`src/rtl/alu_pkg.sv`:
```
// Shared types for the ALU request driver: opcodes, data width, response
// payload and the per-stage tag carried alongside an operation in flight.
package alu_pkg;

    localparam int DATA_W = 32;

    typedef enum logic [1:0] {
        OP_ADD = 2'b00,
        OP_SUB = 2'b01,
        OP_AND = 2'b10,
        OP_OR  = 2'b11
    } op_t;

    typedef struct packed {
        op_t               op;
        logic [DATA_W-1:0] result;
    } alu_rsp_t;

    // One slot of the latency-tracking pipe: the ALU has no valid of its own.
    typedef struct packed {
        logic vld;
        op_t  op;
    } tag_t;

endpackage

```
`src/rtl/alu_req_driver_if.sv`:
```
// Request stream, ALU operand/result port and response stream bundled together.
// slave: the driver block. master: whoever feeds requests, models the ALU and
// consumes responses.
interface alu_req_driver_if;
    import alu_pkg::*;

    logic              req_valid;
    logic              req_ready;
    logic [DATA_W-1:0] req_a;
    logic [DATA_W-1:0] req_b;
    op_t               req_op;

    logic [DATA_W-1:0] alu_a;
    logic [DATA_W-1:0] alu_b;
    op_t               alu_op;
    logic [DATA_W-1:0] alu_result;

    logic              rsp_valid;
    logic              rsp_ready;
    logic [DATA_W-1:0] rsp_result;
    op_t               rsp_op;

    modport slave (
        input  req_valid, req_a, req_b, req_op, alu_result, rsp_ready,
        output req_ready, alu_a, alu_b, alu_op, rsp_valid, rsp_result, rsp_op
    );

    modport master (
        output req_valid, req_a, req_b, req_op, alu_result, rsp_ready,
        input  req_ready, alu_a, alu_b, alu_op, rsp_valid, rsp_result, rsp_op
    );

endinterface

```
`src/rtl/alu_rsp_fifo.sv`:
```
// Synchronous response FIFO. Pointers wrap naturally (DEPTH is a power of two);
// the count is kept explicitly so the top can do credit accounting with it.
module alu_rsp_fifo
    import alu_pkg::*;
#(
    parameter int DEPTH = 4
) (
    input  logic                         clk,
    input  logic                         rst_n,
    input  logic                         i_push,
    input  alu_rsp_t                     i_push_data,
    input  logic                         i_pop,
    output alu_rsp_t                     o_head,
    output logic                         o_empty,
    output logic [$clog2(DEPTH+1)-1:0]   o_count
);

    localparam int AW = $clog2(DEPTH);
    localparam int CW = $clog2(DEPTH+1);
    localparam logic [CW-1:0] FULL_CNT = CW'(DEPTH);

    alu_rsp_t          r_mem [DEPTH];
    logic [AW-1:0]     r_wr_ptr;
    logic [AW-1:0]     r_rd_ptr;
    logic [CW-1:0]     r_count;
    logic              w_push;
    logic              w_pop;

    assign o_empty = (r_count == '0);
    assign w_push  = i_push & (r_count != FULL_CNT);
    assign w_pop   = i_pop & ~o_empty;
    assign o_head  = r_mem[r_rd_ptr];
    assign o_count = r_count;

    // Storage needs no reset: it is only read while the count says non-empty.
    always_ff @(posedge clk) begin
        if (w_push) r_mem[r_wr_ptr] <= i_push_data;
    end

    // Pointers and occupancy; simultaneous push and pop keep the count.
    always_ff @(posedge clk or negedge rst_n) begin
        if (!rst_n) begin
            r_wr_ptr <= '0;
            r_rd_ptr <= '0;
            r_count  <= '0;
        end else begin
            if (w_push) r_wr_ptr <= r_wr_ptr + AW'(1);
            if (w_pop)  r_rd_ptr <= r_rd_ptr + AW'(1);
            case ({w_push, w_pop})
                2'b10:   r_count <= r_count + CW'(1);
                2'b01:   r_count <= r_count - CW'(1);
                default: r_count <= r_count;
            endcase
        end
    end

endmodule

```
`src/rtl/alu_req_driver.sv`:
```
// Drives a fixed-latency ALU from a valid/ready request stream and returns
// results in issue order on a valid/ready response stream. Requests are only
// accepted while a FIFO slot is guaranteed for them, so captures never stall.
module alu_req_driver
    import alu_pkg::*;
#(
    parameter int ALU_LATENCY = 1,
    parameter int RSP_DEPTH   = 4
) (
    input  logic             clk,
    input  logic             rst_n,
    alu_req_driver_if.slave  bus
);

    localparam int CNT_W = $clog2(RSP_DEPTH+1);
    localparam logic [CNT_W:0] CREDIT_LIM = (CNT_W+1)'(RSP_DEPTH);

    logic [DATA_W-1:0] r_alu_a;
    logic [DATA_W-1:0] r_alu_b;
    op_t               r_alu_op;
    tag_t              r_tag [ALU_LATENCY+1];
    logic [CNT_W-1:0]  r_inflight;

    logic              w_issue;
    logic              w_capture;
    logic              w_pop;
    logic              w_empty;
    logic [CNT_W-1:0]  w_fifo_count;
    logic [CNT_W:0]    w_used;
    alu_rsp_t          w_push_data;
    alu_rsp_t          w_head;

    // Credits: everything issued and not yet popped must fit in the FIFO.
    assign w_used        = {1'b0, r_inflight} + {1'b0, w_fifo_count};
    assign bus.req_ready = (w_used < CREDIT_LIM);
    assign w_issue       = bus.req_valid & bus.req_ready;
    assign w_capture     = r_tag[ALU_LATENCY].vld;
    assign w_pop         = bus.rsp_ready & ~w_empty;

    assign bus.alu_a  = r_alu_a;
    assign bus.alu_b  = r_alu_b;
    assign bus.alu_op = r_alu_op;

    assign w_push_data = '{op: r_tag[ALU_LATENCY].op, result: bus.alu_result};

    // Empty FIFO presents zeros rather than stale storage.
    assign bus.rsp_valid  = ~w_empty;
    assign bus.rsp_result = w_empty ? '0 : w_head.result;
    assign bus.rsp_op     = w_empty ? OP_ADD : w_head.op;

    // Operand registers load only on accept and otherwise hold for the ALU.
    always_ff @(posedge clk or negedge rst_n) begin
        if (!rst_n) begin
            r_alu_a  <= '0;
            r_alu_b  <= '0;
            r_alu_op <= OP_ADD;
        end else if (w_issue) begin
            r_alu_a  <= bus.req_a;
            r_alu_b  <= bus.req_b;
            r_alu_op <= bus.req_op;
        end
    end

    // Tag pipe: last stage valid means alu_result belongs to that op this cycle.
    always_ff @(posedge clk or negedge rst_n) begin
        if (!rst_n) begin
            for (int i = 0; i <= ALU_LATENCY; i++) r_tag[i] <= '0;
        end else begin
            r_tag[0] <= '{vld: w_issue, op: bus.req_op};
            for (int i = 1; i <= ALU_LATENCY; i++) r_tag[i] <= r_tag[i-1];
        end
    end

    // Operations issued but not yet captured into the FIFO.
    always_ff @(posedge clk or negedge rst_n) begin
        if (!rst_n) begin
            r_inflight <= '0;
        end else begin
            case ({w_issue, w_capture})
                2'b10:   r_inflight <= r_inflight + CNT_W'(1);
                2'b01:   r_inflight <= r_inflight - CNT_W'(1);
                default: r_inflight <= r_inflight;
            endcase
        end
    end

    alu_rsp_fifo #(.DEPTH(RSP_DEPTH)) u_fifo (
        .clk         (clk),
        .rst_n       (rst_n),
        .i_push      (w_capture),
        .i_push_data (w_push_data),
        .i_pop       (w_pop),
        .o_head      (w_head),
        .o_empty     (w_empty),
        .o_count     (w_fifo_count)
    );

endmodule

```
`src/flat_wrapper.sv`:
```
// flat-port wrapper written by rule: the top's interface ports become plain ports
module alu_req_driver_flat import alu_pkg::*;
#(
    parameter int ALU_LATENCY = 1,
    parameter int RSP_DEPTH   = 4
)
  (clk, rst_n, bus_req_valid, bus_req_a, bus_req_b, bus_req_op, bus_alu_result, bus_rsp_ready, bus_req_ready, bus_alu_a, bus_alu_b, bus_alu_op, bus_rsp_valid, bus_rsp_result, bus_rsp_op);
  alu_req_driver_if bus_i ();
  input  logic clk;
  input  logic rst_n;
  input wire logic [$bits(bus_i.req_valid)-1:0] bus_req_valid;
  input wire logic [$bits(bus_i.req_a)-1:0] bus_req_a;
  input wire logic [$bits(bus_i.req_b)-1:0] bus_req_b;
  input wire logic [$bits(bus_i.req_op)-1:0] bus_req_op;
  input wire logic [$bits(bus_i.alu_result)-1:0] bus_alu_result;
  input wire logic [$bits(bus_i.rsp_ready)-1:0] bus_rsp_ready;
  output wire logic [$bits(bus_i.req_ready)-1:0] bus_req_ready;
  output wire logic [$bits(bus_i.alu_a)-1:0] bus_alu_a;
  output wire logic [$bits(bus_i.alu_b)-1:0] bus_alu_b;
  output wire logic [$bits(bus_i.alu_op)-1:0] bus_alu_op;
  output wire logic [$bits(bus_i.rsp_valid)-1:0] bus_rsp_valid;
  output wire logic [$bits(bus_i.rsp_result)-1:0] bus_rsp_result;
  output wire logic [$bits(bus_i.rsp_op)-1:0] bus_rsp_op;
  assign bus_i.req_valid = bus_req_valid;
  assign bus_i.req_a = bus_req_a;
  assign bus_i.req_b = bus_req_b;
  assign bus_i.req_op = bus_req_op;
  assign bus_i.alu_result = bus_alu_result;
  assign bus_i.rsp_ready = bus_rsp_ready;
  assign bus_req_ready = bus_i.req_ready;
  assign bus_alu_a = bus_i.alu_a;
  assign bus_alu_b = bus_i.alu_b;
  assign bus_alu_op = bus_i.alu_op;
  assign bus_rsp_valid = bus_i.rsp_valid;
  assign bus_rsp_result = bus_i.rsp_result;
  assign bus_rsp_op = bus_i.rsp_op;
  alu_req_driver #(.ALU_LATENCY(ALU_LATENCY), .RSP_DEPTH(RSP_DEPTH)) u_core (.clk(clk), .rst_n(rst_n), .bus(bus_i));
endmodule
```
`config.mk`:
```
export PLATFORM = sky130hd
export DESIGN_NAME = alu_req_driver_flat
export DESIGN_NICKNAME = d
export VERILOG_FILES = /design/src/rtl/alu_pkg.sv /design/src/rtl/alu_req_driver_if.sv /design/src/rtl/alu_rsp_fifo.sv /design/src/rtl/alu_req_driver.sv /design/src/flat_wrapper.sv
export SDC_FILE = /design/constraint.sdc
export NUM_CORES = 1
export LEC_CHECK = 0
export ABC_AREA = 1
export BUFFER_PORTS_ARGS = -buffer_cell sky130_fd_sc_hd__buf_2
export CAP_MARGIN = 15
export CORE_ASPECT_RATIO = 1.2
export CORE_MARGIN = 1.5
export CORE_UTILIZATION = 30
export CTS_CLUSTER_SIZE = 12
export DETAILED_ROUTE_END_ITERATION = 16
export PLACE_DENSITY = 0.48
export SYNTH_ARGS = -nofsm -noshare
export SYNTH_HDL_FRONTEND = slang
export SYNTH_SLANG_ARGS = --single-unit
```
`constraint.sdc`:
```
create_clock -name clk -period 3.4 [get_ports clk]
set_clock_uncertainty 0.05 [all_clocks]
set_input_delay 0.68 -clock clk [delete_from_list [all_inputs] [get_ports clk]]
set_output_delay 0.68 -clock clk [all_outputs]
set_load 0.01 [all_outputs]
```
# After elaboration in Yosys (flattened, before gate mapping)
# Memory sizes are Yosys's and may differ from the RTL's.
# Cells that the tools add are included.
# word_totals
mem_bits_rw,136
output_inout_bits,102
regBits,82
memories,1
latchBits,0
mem_bits_ro,0
# classes
addsub,7
n_bitwise,5
n_div,0
order_cmp,1
shifts,0
eq_ne,5
n_mux,6
n_reduce_logical,3
mul,0
# mem_list
memory,words,word_bits,rd,rd_clocked_by_memory_dff,write_ports,line_no,text
u_core.u_fifo.r_mem,4,34,1,0,1,alu_rsp_fifo.sv:22,alu_rsp_t r_mem [DEPTH];
# op_table
cell,n
32-bit two-way mux,1
3-bit one-hot mux with 2 select lines,2
"3-bit by 1-bit adder with 3-bit output, second input constant",2
"3-bit by 1-bit subtractor with 3-bit output, second input constant",2
"2-bit by 1-bit adder with 2-bit output, second input constant",2
3-bit by 3-bit adder with 4-bit output,1
1-bit bitwise AND,4
"2-bit by 1-bit == test with 1-bit output, second input constant",2
"2-bit == test, second input constant",2
"4-bit by 3-bit < comparator with 1-bit output, second input constant",1
2-bit nonzero test,2
3-bit zero test,1
"3-bit inequality test, second input constant",1
1-bit two-way mux,2
2-bit two-way mux,1
1-bit inverter,1

# Depth between registers and ports, before layout
# Gate-level depths: netlist (run 1).
# logic_depth
depth_word,6
mapped_depth,11

# Modules after synthesis
# A second synthesis (run 1) with hierarchy kept.
# unflattened
cells_unflattened,861
hier_area_um2,9321.4
# by_module_without_submodules
module,instances,cells_per_inst,area_per_inst_um2
alu_rsp_fifo,1,457,5920.7
alu_req_driver,1,404,3400.8

# Worst setup path after synthesis (run 1)
# OpenSTA, ideal clock, no wires.
# synth_timing
path_type,flip-flop to flip-flop
startpoint,register u_core.u_fifo.r_count[0] (netlist: u_core.u_fifo.o_count[0])
endpoint,memory u_core.u_fifo.r_mem[0][0] (netlist bit) (enable)
required_time_ns,2.925
arrival_time_ns,2.145
stages_incl_launch_ff,5
path_slack_ns,0.780
setup_ns,0.425
cell_sequence,dfrtp_1 -> inv_2 -> nand3_1 -> nand2_1 -> nor2_1
# synth_via
elab_chain_len,4
# synth_lines
item,line_no,text
from (decl),alu_rsp_fifo.sv:25,logic [CW-1:0] r_count;
from (signal assigned),alu_rsp_fifo.sv:50,2'b10: r_count <= r_count + CW'(1);
from (signal assigned),alu_rsp_fifo.sv:51,2'b01: r_count <= r_count - CW'(1);
from (signal assigned),alu_rsp_fifo.sv:52,default: r_count <= r_count;
3-bit inequality test,alu_rsp_fifo.sv:30,assign w_push = i_push & (r_count != FULL_CNT);
1-bit bitwise AND,alu_rsp_fifo.sv:30,
1-bit two-way mux,alu_rsp_fifo.sv:37,if (w_push) r_mem[r_wr_ptr] <= i_push_data;
1-bit two-way mux (implied by the code),alu_rsp_fifo.sv:37,
to (decl),alu_rsp_fifo.sv:22,
# Every way passes these cells.

# Worst setup path after layout (run 1)
# layout_timing
startpoint,register u_core.u_fifo.r_rd_ptr[0]
endpoint,output bus_rsp_result[23]
# layout_via
elab_chain_len,2
# layout_lines
item,line_no,text
from (decl),alu_rsp_fifo.sv:24,logic [AW-1:0] r_rd_ptr;
from (signal assigned),alu_rsp_fifo.sv:48,if (w_pop) r_rd_ptr <= r_rd_ptr + AW'(1);
memory read 4 x 34 bit,n/a,
32-bit two-way mux,alu_req_driver.sv:48,assign bus.rsp_result = w_empty ? '0 : w_head.result;
to (decl),flat_wrapper.sv:22,output wire logic [$bits(bus_i.rsp_result)-1:0] bus_rsp_result;
# Every way passes these cells.

==> results.py, run 1 <==
metrics = {
    "status": {
        "status": "complete, no violations",
    },
    "clock_network": {
        "cts_max_level": 1,
        "clk_latency_ns": 0.51,
        "cts_hold_repair.buffers": 0,
        "cts.repair.resized": 0,
        "clockBufferDepth": 3,
        "cts_made_buffers": 24,
        "clockRootBuffer": "clkbuf_16",
        "clock-sinks": 218,
        "post_cts_buffers": 0,
        "path_clk_slew_ns": 0.06,
        "cts_tree": "yes",
    },
    "floorplan": {
        "die_area_um2": 31500,
        "start_util_pct": 30.6,
        "fp.dieW_um": 162,
        "ios": 204,
        "die_h_um": 194,
        "num_rows": 69,
        "design.core.area_um2": 29800,
    },
    "grt": {
        "antenna_found_initial": 0,
        "overflow": 0,
        "grt_pass1_vias": 6660,
        "track_usage_pct": 14.6,
        "grt_max_degree": 71,
        "grt_pass1_wl_mm": 36.7,
    },
    "sta": {
        "setup_slack_ns": 0.459,
        "finalSetupTns_ns": 0,
        "finalCritPeriodShare_pct": 86.5,
        "tightest_slew_ns": 0.820,
        "setup_viol": 0,
        "finalMaxSlewViolations": 0,
        "rsz0062_at_grt": "false",
        "period_needed_ns": 2.94,
        "max_freq_mhz": 340,
        "relSlewSlack_pct": 45.3,
        "hold_viol": 0,
    },
    "worst_setup_path": {
        "worstPathMaxFanout": 28,
        "crit_type": "reg -> out",
        "worstSetupEndpointType": "output port",
        "required_ns": 2.67,
        "start_kind": "register",
        "worstPathArrival_ns": 2.21,
    },
    "route": {
        "drc": 0,
        "wl_per_cell_um": 15.3,
        "avgViaCountPerCell": 4.45,
        "dr.pass1.iters": 4,
        "drt_iter0_drc": 258,
        "ant_nets": 0,
        "wl_mm": 22.8,
        "vias": 6611,
    },
    "power": {
        "power.total_uw": 10500,
        "powerDensity_nw_per_um2": 928,
        "worst_ir_drop_vdd_mv": 0.398,
        "power.leakage_uw": 0.00538,
    },
    "placement": {
        "routabilityCongestion": 0.709,
        "pre_cts_slack_ns": 0.909,
        "portBuffers": 203,
        "hpwl_mm": 13.6,
    },
    "finish": {
        "insertedDiodeCount": 0,
        "final_cell_mix": "356 x nand2_1, 202 x buf_2, 136 x edfxtp_1",
        "finalNetCount": 1191,
        "syn_to_final_growth_pct": 23.8,
        "fillers": 2988,
        "drive_above_1_share_pct": 24.3,
        "mostFrequentLayoutCell": "nand2_1",
    },
    "synth": {
        "synth_fp_nets": 999,
        "synth_top_area_share_pct": 44.7,
        "post_synth_num_cell_types": 23,
        "yosysTopAreaCell": "edfxtp_1",
        "ys_ff_latch": 218,
        "syn_inst": 887,
        "ys_warn_count": 0,
        "ys_top_cells_by_area": "edfxtp_1 45%, dfrtp_1 22%, nand2_1 15%, nand4_1 4.7%, inv_1 3.6%",
        "seq_area_frac_synth_pct": 67.2,
        "syn_area_um2": 9130,
        "postSynthAreaPerCell_um2": 10.3,
    },
    "hold_path": {
        "min_path_type": "in -> async",
    },
    "job": {
        "max_cap_viol_count": 0,
    },
}
[stage by stage]
| step | hold slack, ns | cell area, µm² | utilization [%] | instances |
|---|---|---|---|---|
| 6_report | 0.148 | 11300 | 38.0 | 1485 |
| 4_1_cts | 0.152 | 11300 | 38.0 | 1485 |
| 3_3_place_gp | 0.283 | 10600 | 35.4 | 1443 |
| 2_1_floorplan | 0.281 | 9130 | - | 887 |
| 5_1_grt | 0.190 | 11300 | 38.0 | 1485 |
| 3_5_place_dp | 0.289 | 10600 | 35.4 | 1443 |
[worst paths after layout]
kind / startpoint / to / slack [ns] / cells past startpoint
worst max-delay path: u_core.u_fifo.r_rd_ptr[0]$_DFFE_PN0P_ / bus_rsp_result[23] / 0.46 / 7
worst min-delay path: rst_n / u_core.bus.alu_a[12]$_DFFE_PN0P_ / 0.15 / 1
worst max register to register: u_core.u_fifo.o_count[1]$_DFFE_PN0P_ / u_core.u_fifo.o_count[2]$_DFFE_PN0P_ / 1.12 / 9
worst min register to register: u_core.r_tag[5]$_DFF_PN0_ / u_core.w_capture$_DFF_PN0_ / 0.30 / 0
max in group asynchronous: rst_n / u_core.bus.alu_a[26]$_DFFE_PN0P_ / 2.50 / 2
min in group clk: bus_req_op[1] / u_core.r_tag[4]$_DFF_PN0_ / 0.25 / 1
[cell type report]
type / count / area, µm² / share of cell area, %
multi-input combinational: 524 / 2420 / 21.4
clock inverter: 8 / 62.6 / 0.553
sequential: 218 / 6140 / 54.3
tap: 390 / 488 / 4.32
timing repair buffer: 219 / 1160 / 10.3
inverter: 92 / 345 / 3.06
clock buffer: 34 / 689 / 6.10
[Yosys cell counts (all sizes together)]
cell type	number
a21oi	34
buf	36
clkbuf	17
clkinv	1
dfrtp	82
edfxtp	136
fa	2
ha	8
inv	91
nand2	356
nand3	41
nand4	69
nor2	6
o21ai	3
or2	2
xnor2	3
[logic make-up (layout without fill, tap and decap cells)]
group / count (synthesis) / in the layout / synth area share, %
compound gates: 37 / 37 / 2.03
xor+xnor: 3 / 3 / 0.288
fa+ha+maj: 10 / 10 / 1.54
buf+inv: 145 / 353 / 6.78
flops: 218 / 218 / 67.2
simple gates: 474 / 474 / 22.1
[layer usage]
metal | global-route usage (%) | vias up | part of all wire, % | wire, µm
met2 | 24.6 | 196 | 47 | 10800
met3 | 4.15 | 29 | 7.7 | 1750
li1 | - | 3281 | - | -
met1 | 18.6 | 3105 | 43 | 9860
met5 | 0 | - | 0 | 0
met4 | 3.19 | 0 | 1.6 | 366
[flip-flops by register name, summed over array words and instances (netlist names)]
name,count
u_core.bus.alu_op,2
u_core.u_fifo.r_wr_ptr,2
u_core.u_fifo.o_count,3
u_core.r_tag,5
u_core.w_capture,1
u_core.u_fifo.r_rd_ptr,2
u_core.u_fifo.r_mem,136
u_core.r_inflight,3
u_core.bus.alu_b,32
u_core.bus.alu_a,32
[report_power, final]
group | leakage [µW] | internal (µW) | switching, µW
registers | 0.00224 | 3490 | 296
logic | 0.00277 | 1420 | 2780
clock network | 0.000372 | 1480 | 1020
total | 0.00538 | 6380 | 4100
[worst max-delay path, stage by stage, from the launching register on]
cell     delay (ns)
dfrtp_2        0.40
inv_2          0.43
buf_4          0.32
nand2_1        0.07
nand2_1        0.06
nand2_1        0.05
a21oi_1        0.19
buf_2          0.17
No activity file was read; power rests on OpenSTA's default activity.
==> inputs of run 2 (changes only) <==
--- a/config.mk
+++ b/config.mk
@@ -9,8 +9,9 @@
 export BUFFER_PORTS_ARGS = -buffer_cell sky130_fd_sc_hd__buf_2
 export CAP_MARGIN = 15
 export CORE_ASPECT_RATIO = 1.2
-export CORE_MARGIN = 1.5
+export CORE_MARGIN = 10
 export CORE_UTILIZATION = 30
+export CTS_BUF_LIST = sky130_fd_sc_hd__clkbuf_2 sky130_fd_sc_hd__clkbuf_4 sky130_fd_sc_hd__clkbuf_8
 export CTS_CLUSTER_SIZE = 12
 export DETAILED_ROUTE_END_ITERATION = 16
 export PLACE_DENSITY = 0.48
==> results.py, run 2 (synthesis gave the netlist of run 1 again) <==
metrics = {
    "worst_setup_path": {
        "critPathCapture": "bus_rsp_result[9]",
        "reg2reg_to": "u_core.u_fifo.o_count[2]$_DFFE_PN0P_",
        "worstPathArrival_ns": 2.19,
        "worstSetupEndpointType": "output port",
        "worst-path-buf-inv": 3,
        "cpMaxStageDelayCell": "clkinvlp_4",
        "crit_family": "buffers and inverters",
        "reg2reg_slack_ns": 1.09,
        "start_kind": "register",
        "cpPeakStageDelay_ns": 0.55,
        "cp-startpoint": "u_core.u_fifo.r_rd_ptr[1]$_DFFE_PN0P_",
        "required_ns": 2.67,
        "worstPathMaxFanout": 27,
        "crit_type": "reg -> out",
        "worstRegToRegCells": 9,
        "crit_path_cell_trace": "clkinvlp_4 -> buf_4 -> nand3_1 -> a21oi_1 -> buf_2",
        "worst-path-stages": 5,
        "r2r-start": "u_core.u_fifo.o_count[1]$_DFFE_PN0P_",
    },
    "clock_network": {
        "cts_max_level": 2,
        "cts_tree": "yes",
        "clk_latency_ns": 0.52,
        "cts_made_buffers": 39,
        "clockRootBuffer": "clkbuf_8",
        "path_clk_slew_ns": 0.07,
        "clock-sinks": 218,
        "cts_hold_repair.buffers": 0,
        "clockBufferDepth": 3,
        "cts.repair.resized": 0,
        "post_cts_buffers": 0,
    },
    "power": {
        "power.leakage_uw": 0.00540,
        "worst_ir_drop_vdd_mv": 0.525,
        "p_switching_uw": 4240,
        "p_comb_share_pct": 41.1,
        "power_frac_seq_pct": 36.3,
        "powerDensity_nw_per_um2": 922,
        "p_clk_share_pct": 22.6,
        "internal_power_uw": 6170,
        "switching_share_pct": 40.7,
    },
    "sta": {
        "max_freq_mhz": 343,
        "finalCritPeriodShare_pct": 85.8,
        "tightest_slew_ns": 0.803,
        "hold_viol": 0,
        "finalSetupTns_ns": 0,
        "finalMaxSlewViolations": 0,
        "relSlewSlack_pct": 46.5,
        "period_needed_ns": 2.92,
        "setup_viol": 0,
        "rsz0062_at_grt": "false",
    },
    "grt": {
        "track_usage_pct": 13.0,
        "grt_pass1_wl_mm": 39.5,
        "grt_max_degree": 71,
        "antenna_found_initial": 7,
        "grt_pass1_vias": 6941,
        "overflow": 0,
    },
    "floorplan": {
        "start_util_pct": 30.6,
        "num_rows": 69,
        "design.core.area_um2": 29800,
        "die_area_um2": 37800,
        "die_h_um": 211,
        "ios": 204,
        "fp.dieW_um": 179,
    },
    "route": {
        "avgViaCountPerCell": 4.47,
        "wl_mm": 25.2,
        "vias": 6766,
        "wl_per_cell_um": 16.6,
        "drt_iter0_drc": 351,
        "ant_nets": 0,
        "drc": 0,
        "dr.pass1.iters": 4,
    },
    "finish": {
        "syn_to_final_growth_pct": 23.8,
        "final_cell_mix": "356 x nand2_1, 202 x buf_2, 136 x edfxtp_1",
        "finalNetCount": 1207,
        "final_cell_area_um2": 11300,
        "largest_register_ffs": 136,
        "drive_above_1_share_pct": 26.6,
        "regMostFlops": "u_core.u_fifo.r_mem",
        "mostFrequentLayoutCell": "nand2_1",
    },
    "hold_path": {
        "min_path_type": "in -> async",
    },
    "placement": {
        "hpwl_mm": 15.8,
        "dpl_cell_area_um2": 10500,
        "portBuffers": 203,
        "routabilityCongestion": 0.759,
    },
    "job": {
        "max_cap_viol_count": 0,
    },
    "status": {
        "status": "complete, no violations",
    },
}
## run 2: changes by cell type in the layout (fill, tap and decap cells not counted), moves of 2 or more
cell / delta
clkbuf_16: -25
inv_6: +2
clkbuf_8: +40
buf_4: +2
diode_2: +3
clkinv_2: +3
clkbuf_4: +10
clkinvlp_4: +3
clkbuf_1: -6
## run 2: power by group through the flow
| stage | Sequential [µW] | Clock, µW | Combinational, µW |
|---|---|---|---|
| 6_report | 3780 | 2350 | 4280 |
| 3_5_place_dp | 3810 | 0 | 4410 |
| 3_3_place_gp | 3810 | 0 | 4380 |
| 4_1_cts | 3790 | 2460 | 4400 |
| 5_1_grt | 3850 | 2580 | 4860 |
| 2_1_floorplan | 3980 | 0 | 2580 |
## run 2: routing by layer
| layer | part of all wire [%] | track usage (%) | wire length (µm) |
|---|---|---|---|
| met4 | 1.8 | 3.51 | 453 |
| met2 | 44 | 19.5 | 11200 |
| met5 | 0.13 | 0 | 32 |
| met1 | 43 | 16.2 | 10700 |
| met3 | 11 | 6.46 | 2790 |
## run 2: metrics by stage
step                      util (%)  total power, µW  hold slack, ns  worst slack, ns  std cells
final                         37.9            10400           0.133            0.483       1513
after global routing          37.9            11300           0.164            0.241       1510
after CTS                     37.9            10600           0.121           0.0207       1510
after detailed placement      35.4             8220           0.285            0.643       1444
after global placement        35.4             8190           0.283            0.668       1444
after floorplan                  -             6560           0.281            0.780        887
## run 2: worst min path at each step
stage                                             to                       from  cells after the start  slack (ns)
finish              u_core.bus.alu_a[21]$_DFFE_PN0P_                      rst_n                      1        0.13
global route        u_core.bus.alu_a[21]$_DFFE_PN0P_                      rst_n                      1        0.16
CTS                 u_core.bus.alu_a[21]$_DFFE_PN0P_                      rst_n                      1        0.12
detailed placement         u_core.r_tag[1]$_DFF_PN0_  u_core.r_tag[4]$_DFF_PN0_                      0        0.28
global placement           u_core.r_tag[1]$_DFF_PN0_  u_core.r_tag[4]$_DFF_PN0_                      0        0.28
floorplan                  u_core.r_tag[0]$_DFF_PN0_  u_core.r_tag[3]$_DFF_PN0_                      0        0.28
## run 2: final cells by class
type                    instances  area [µm²]
flip-flops and latches        218        6140
diodes                          3        7.51
clock inverters                13        73.8
well taps                     390         488
inverters                      92         349
multi-input cells             524        2420
clock buffers                  53         667
fillers                      3034       18500
repair buffers                220        1160
